==> src/rtl/stopwatch_button_ctrl.sv <==
// stopwatch_button_ctrl: synchronises and debounces the start/stop and reset buttons
// and turns them into one-cycle start/stop/reset command pulses for the control FSM.
module stopwatch_button_ctrl #(
    parameter int DEBOUNCE_CYCLES = 16,
    parameter int LONG_CYCLES     = 64
) (
    input  logic clk,
    input  logic rst_n,
    input  logic btn_ss,
    input  logic btn_rst,
    input  logic running,
    output logic start,
    output logic stop,
    output logic reset
);
    localparam int DW = $clog2(DEBOUNCE_CYCLES + 1);
    localparam int HW = $clog2(LONG_CYCLES + 1);
    localparam logic [1:0] IDLE = 2'd0;
    localparam logic [1:0] HELD = 2'd1;
    localparam logic [1:0] LONG = 2'd2;

    // Bit 0 is btn_ss, bit 1 is btn_rst throughout the input path.
    logic [1:0]         sync1_q, sync1_d, sync2_q, sync2_d, db_q, db_d;
    logic [1:0][DW-1:0] cnt_q, cnt_d;
    logic               rst_prev_q, rst_prev_d;
    logic [1:0]         state_q, state_d;
    logic [HW-1:0]      hold_q, hold_d;
    logic               start_q, start_d, stop_q, stop_d, reset_q, reset_d;
    logic               long_hit, short_rel, rst_rise;

    always_comb begin
        sync1_d = {btn_rst, btn_ss};
        sync2_d = sync1_q;
        for (int i = 0; i < 2; i++) begin
            cnt_d[i] = '0;
            db_d[i]  = db_q[i];
            if (sync2_q[i] != db_q[i]) begin
                if (cnt_q[i] == DW'(DEBOUNCE_CYCLES - 1))
                    db_d[i] = ~db_q[i];
                else
                    cnt_d[i] = cnt_q[i] + 1'b1;
            end
        end
    end

    always_comb begin
        rst_prev_d = db_q[1];
        rst_rise   = db_q[1] & ~rst_prev_q;
        state_d    = state_q;
        hold_d     = hold_q;
        long_hit   = 1'b0;
        short_rel  = 1'b0;
        case (state_q)
            IDLE: if (db_q[0]) begin
                state_d = HELD;
                hold_d  = '0;
            end
            HELD: if (!db_q[0]) begin
                state_d   = IDLE;
                short_rel = 1'b1;
            end else begin
                hold_d = hold_q + 1'b1;
                if (hold_q == HW'(LONG_CYCLES - 1)) begin
                    state_d  = LONG;
                    long_hit = 1'b1;
                end
            end
            LONG: if (!db_q[0]) state_d = IDLE;
            default: state_d = IDLE;
        endcase
        // A coinciding reset cause swallows the short-press command outright.
        reset_d = rst_rise | long_hit;
        start_d = short_rel & ~reset_d & ~running;
        stop_d  = short_rel & ~reset_d & running;
    end

    always_ff @(posedge clk or negedge rst_n) begin
        if (!rst_n) begin
            sync1_q    <= '0;
            sync2_q    <= '0;
            db_q       <= '0;
            cnt_q      <= '0;
            rst_prev_q <= 1'b0;
            state_q    <= IDLE;
            hold_q     <= '0;
            start_q    <= 1'b0;
            stop_q     <= 1'b0;
            reset_q    <= 1'b0;
        end else begin
            sync1_q    <= sync1_d;
            sync2_q    <= sync2_d;
            db_q       <= db_d;
            cnt_q      <= cnt_d;
            rst_prev_q <= rst_prev_d;
            state_q    <= state_d;
            hold_q     <= hold_d;
            start_q    <= start_d;
            stop_q     <= stop_d;
            reset_q    <= reset_d;
        end
    end

    assign start = start_q;
    assign stop  = stop_q;
    assign reset = reset_q;
endmodule

==> config.mk <==
export PLATFORM = sky130hd
export DESIGN_NAME = stopwatch_button_ctrl
export DESIGN_NICKNAME = d
export VERILOG_FILES = /design/src/rtl/stopwatch_button_ctrl.sv
export SDC_FILE = /design/constraint.sdc
export NUM_CORES = 1
export LEC_CHECK = 0
export ABC_AREA = 1
export CORE_MARGIN = 2
export CORE_UTILIZATION = 40
export CTS_CLUSTER_DIAMETER = 40
export CTS_CLUSTER_SIZE = 25
export DETAILED_ROUTE_END_ITERATION = 8
export GPL_TIMING_DRIVEN = 0
export PLACE_DENSITY = 0.67
export SLEW_MARGIN = 20
export SYNTH_ARGS = -nofsm -noshare
export SYNTH_HDL_FRONTEND = slang
export SYNTH_SLANG_ARGS = --single-unit
==> constraint.sdc <==
create_clock -name clk -period 1.8 [get_ports clk]
set_clock_uncertainty 0.15 [all_clocks]
set_input_delay 0.45 -clock clk [delete_from_list [all_inputs] [get_ports clk]]
set_output_delay 0.45 -clock clk [all_outputs]
set_load 0.1 [all_outputs]
### Word-level counts from Yosys, hierarchy flattened

Index checks and enable logic that the tools add are counted.

| cells by class | value |
|---|---|
| div/mod/pow operators | 0 |
| shifts and indexed selects | 0 |
| order comparisons | 0 |
| bitwise gates (word level) | 10 |
| add/sub/neg operators | 3 |
| reductions and logical operators | 6 |
| multiplexer cells | 17 |
| equality and inequality tests | 11 |
| multiply operators | 0 |

Operators with widths:

| kind | number |
|---|---|
| 2-to-1 mux 5 bit | 4 |
| 2-to-1 mux 7 bit | 2 |
| one-hot mux 7 bit (2 select lines) | 1 |
| adder 5 x 1 -> 5 bit (second input constant) | 2 |
| equality test 5 x 4 -> 1 bit (second input constant) | 2 |
| 2-to-1 mux 2 bit | 4 |
| adder 7 x 1 -> 7 bit (second input constant) | 1 |
| equality test 7 x 6 -> 1 bit (second input constant) | 1 |
| inequality test 2 bit (second input constant) | 3 |
| one-hot mux 2 bit (3 select lines) | 1 |
| AND reduction 3 bit | 2 |
| 2-to-1 mux 1 bit | 5 |
| inverter 1 bit | 5 |
| AND 1 bit | 4 |
| AND reduction 2 bit | 2 |
| inequality test 3 bit (second input constant) | 1 |
| equality test 2 x 1 -> 1 bit (second input constant) | 1 |
| equality test 2 bit (second input constant) | 1 |
| zero test 2 bit | 1 |
| inequality test 1 bit | 2 |
| nonzero test 2 bit | 1 |
| OR 1 bit | 1 |

| word-level totals | value |
|---|---|
| input port bits | 5 |
| memory bits (writable) | 0 |
| flip-flop bits (word level) | 29 |
| memories | 0 |
| latch bits | 0 |
| bits in read-only memories | 0 |

### Longest topological paths before layout

| depth | value |
|---|---|
| depth in word-level cells | 8 |
| gate-level depth with buffers | 7 |

### Worst setup path before layout

No wires, ideal clock.

| timing | value |
|---|---|
| kind | register to output |
| start point | register reset_q (netlist: reset) |
| end point | output reset |
| arrival time | 0.883 ns |
| stages on the path, launching flop included | 1 |
| setup slack | 0.317 ns |
| cell sequence | dfrtp_1 |

RTL lines:

| element | line | RTL |
|---|---|---|
| start: declaration | 28 | `logic start_q, start_d, stop_q, stop_d, reset_q, reset_d;` |
| start signal: assignment | 99 | `reset_q <= reset_d;` |
| end: declaration | 14 | `output logic reset` |

No word-level cell between the ends.

### Final worst setup path

| timing | value |
|---|---|
| start point | register stop_q (netlist: stop) |
| end point | output stop |

RTL lines:

| element | line | RTL |
|---|---|---|
| start: declaration | 28 |  |
| start signal: assignment | 98 | `stop_q <= stop_d;` |
| end: declaration | 13 | `output logic stop,` |

No word-level cell between the ends.

==> flow_summary.ini <==
[outcome]
status = finished, violations left
violations = negative hold slack

[synthesis]
synth_cell_types = 21
synth_fp_nets = 133
yosys.cell_count.top_type = dfrtp_1
synth_top_family_by_area = simple AND/OR/NAND/NOR gates
syn_area_mm2 = 0.001224
postSynthCellCount = 125
ys_seq_area_share_pct = 59.30
ys_top_cells_by_count = dfrtp_1, nand2_1, nor2_1
synthXorXnorAreaFrac_pct = 4.294
yosys-top-cells-area = dfrtp_1, nand2_1, nor2_1
synth_mux_area_share_pct = 0
synth-simple-area-share_pct = 24.34
synth-compound-area-share_pct = 4.397
yosysWarnings = 0
yosys.area.top_type = dfrtp_1
async_flop_share_pct = 100.0
ys_ff_latch = 29
synth_fa_ha_area_share_pct = 3.067
synthFlopType = dfrtp_1
synth_top_area_share_pct = 59.30
synth_edf_count = 0
avgSynthCellArea_um2 = 9.789

[setup_path]
crit_chain = buf_2
max_stage_delay_ps = 420
end_kind = output pin
arrival_ps = 1060
start_kind = flip-flop
path_buf_inv = 1
cp_max_fo = 1
reg2reg_slack_ps = 460
slowest_stage = buf_2
critPathKind = flip-flop to output pin
path_delay_family = buffers and inverters
required_ps = 1200

[sta]
setup_viol = 0
fmaxAchievable_mhz = 601.9
post-route-worst-setup-slack_ps = 138.6
fin_crit_sh_pct = 92.30
period_minus_slack_ps = 1661
hold_viol_final = 28
worst_pin_slew_ps = 612.9
slew_violations = 0
hold-worst-slack_ps = -13.33
slew_headroom_pct = 59.14
tns_ps = 0
rsz0062_at_grt = no

[pwr]
total_power_mw = 1.260
vdd_drop_max_v = 0.0004091
leakagePower_nw = 0.6636
cellPowerDensity_mw_per_mm2 = 900.1

[routing]
first_iter_violations = 19
drc_errors = 0
first_pass_iters = 4
viasPerCell = 4.763
antenna_left = 0
vias = 824
routed_wl_um = 1752
wl_per_cell_um = 10.13

[place]
place.gp.congestion = 0.7599
pre_cts_ws_ps = -233.7
port_buffers = 7
dp_hpwl_um = 1298
numPlacedInstances = 165
dpl_cell_area_mm2 = 0.001330

[cts]
cts_sinks = 29
cts.clk_slew.worst_paths_ps = 90
clock_latency_ps = 320
cts.path.max_buffers = 2
cts_tree = done
h-tree-depth = 2
ctsHoldBuffers = 0
numCtsBuffers = 5
clockRootBuffer = clkbuf_4

[layout]
layout.cells.non_filler = 173
stdcell_area_mm2 = 0.001400
drive_above_1_share_pct = 15.00
register_area_um2 = 725.7
nFillCells = 284
nets = 147
multi_input_area_um2 = 441.7
num_antenna_cells = 0
area_delta_synth_final_pct = 14.42

[grt]
track_usage_pct = 12.72
antenna_found_initial = 0
grt_pass1_vias = 755
grt_pass1_wl_um = 3201
grt_max_degree = 30
overflow = 0

[hold_path]
hold_path_class = input port to asynchronous set/reset pin

[floorplanning]
ioPinCount = 8
die_width_um = 59.31
core_mm2 = 0.002978
die-area_mm2 = 0.003518
die_h_um = 59.31
rows = 20
start_util_pct = 41.09

[flow_run]
cap_violations = 0
==> metrics by stage <==
step                      utilization [%]  hold slack (ps)
after floorplan                         -            4.409
after detailed placement            44.66            192.7
final                               47.02           -13.33
after global routing                47.02            8.103
after CTS                           47.39            3.043
after global placement              44.83            184.9
==> path summary, 6_finish.rpt <==
| path | startpoint | end | cells after the start |
|---|---|---|---|
| min in group clk | sync1_q[0] | sync2_q[0] | 0 |
| hold / removal | rst_n | state_q[1] | 1 |
| hold reg to reg | sync1_q[0] | sync2_q[0] | 0 |
| max in group asynchronous | rst_n | sync1_q[0] | 1 |
| setup / recovery | stop | stop | 1 |
| setup reg to reg | hold_q[0] | reset | 5 |
==> area by class of cell <==
cell class                 instances  share of cell area [%]
timing repair buffer               7                   3.575
clock buffer                       7                   3.932
multi-input combinational         81                   31.55
inverter                          15                   4.021
clock inverter                     1                   2.145
sequential                        29                   51.83
tap                               33                   2.949
==> flip-flops by register name, indices dropped and copies added, names as in the netlist <==
name        flops
state_q         2
sync1_q         2
reset           1
sync2_q         2
rst_prev_q      1
start           1
db_q            2
hold_q          7
cnt_q          10
stop            1
==> routing by layer <==
metal,global-route usage (%),share of wire [%],up-vias
met4,5.844,1.4,0
met2,19.15,48,17
met5,0,0,-
met1,14.94,43,377
li1,-,-,425
met3,6.769,6.7,5
==> logic make-up (layout without fill, tap and decap cells) <==
| logic type | after synthesis | after routing |
|---|---|---|
| AOI/OAI and AO/OA | 9 | 9 |
| xor gates and xnor gates | 6 | 6 |
| and+or+nand+nor | 63 | 63 |
| buffers and inverters | 15 | 30 |
| DFF | 29 | 29 |
| adders and majority gates | 3 | 3 |
==> repair_timing <==
action | CTS | global route
endpoints found under the setup margin | 3 | 2
setup buffers | 0 | 0
pin swaps | 0 | 0
gates resized for setup | 12 | 3
==> report_power, final <==
part / switching [mW] / internal [mW] / leakage, nW
logic: 0.0267 / 0.0190 / 0.227
registers: 0.00919 / 0.666 / 0.391
clock network: 0.207 / 0.332 / 0.0455
==> cells in the final DEF, fill, tap and decap left out <==
master / synthesis / routed
inv_1: 13 / 13
o21ai_0: 4 / 4
nand3_1: 8 / 8
ha_1: 3 / 3
clkbuf_4: 0 / 5
clkdlybuf4s50_1: 0 / 3
nand4_1: 1 / 1
bufinv_16: 0 / 1
nand2b_1: 1 / 1
nand2_2: 2 / 2
a31oi_1: 1 / 1
nor3b_1: 2 / 2
o21ai_2: 2 / 2
clkbuf_1: 0 / 1
nor2_4: 2 / 2
clkbuf_8: 0 / 1
a21oi_1: 2 / 2
inv_2: 2 / 2
nand2b_4: 1 / 1
dfrtp_1: 29 / 29
nand2_1: 25 / 25
nor3_1: 2 / 2
xnor2_1: 3 / 3
xor2_1: 3 / 3
nor2_1: 18 / 18
buf_2: 0 / 4
nand3_2: 1 / 1
No activity file was read; power rests on OpenSTA's default activity.
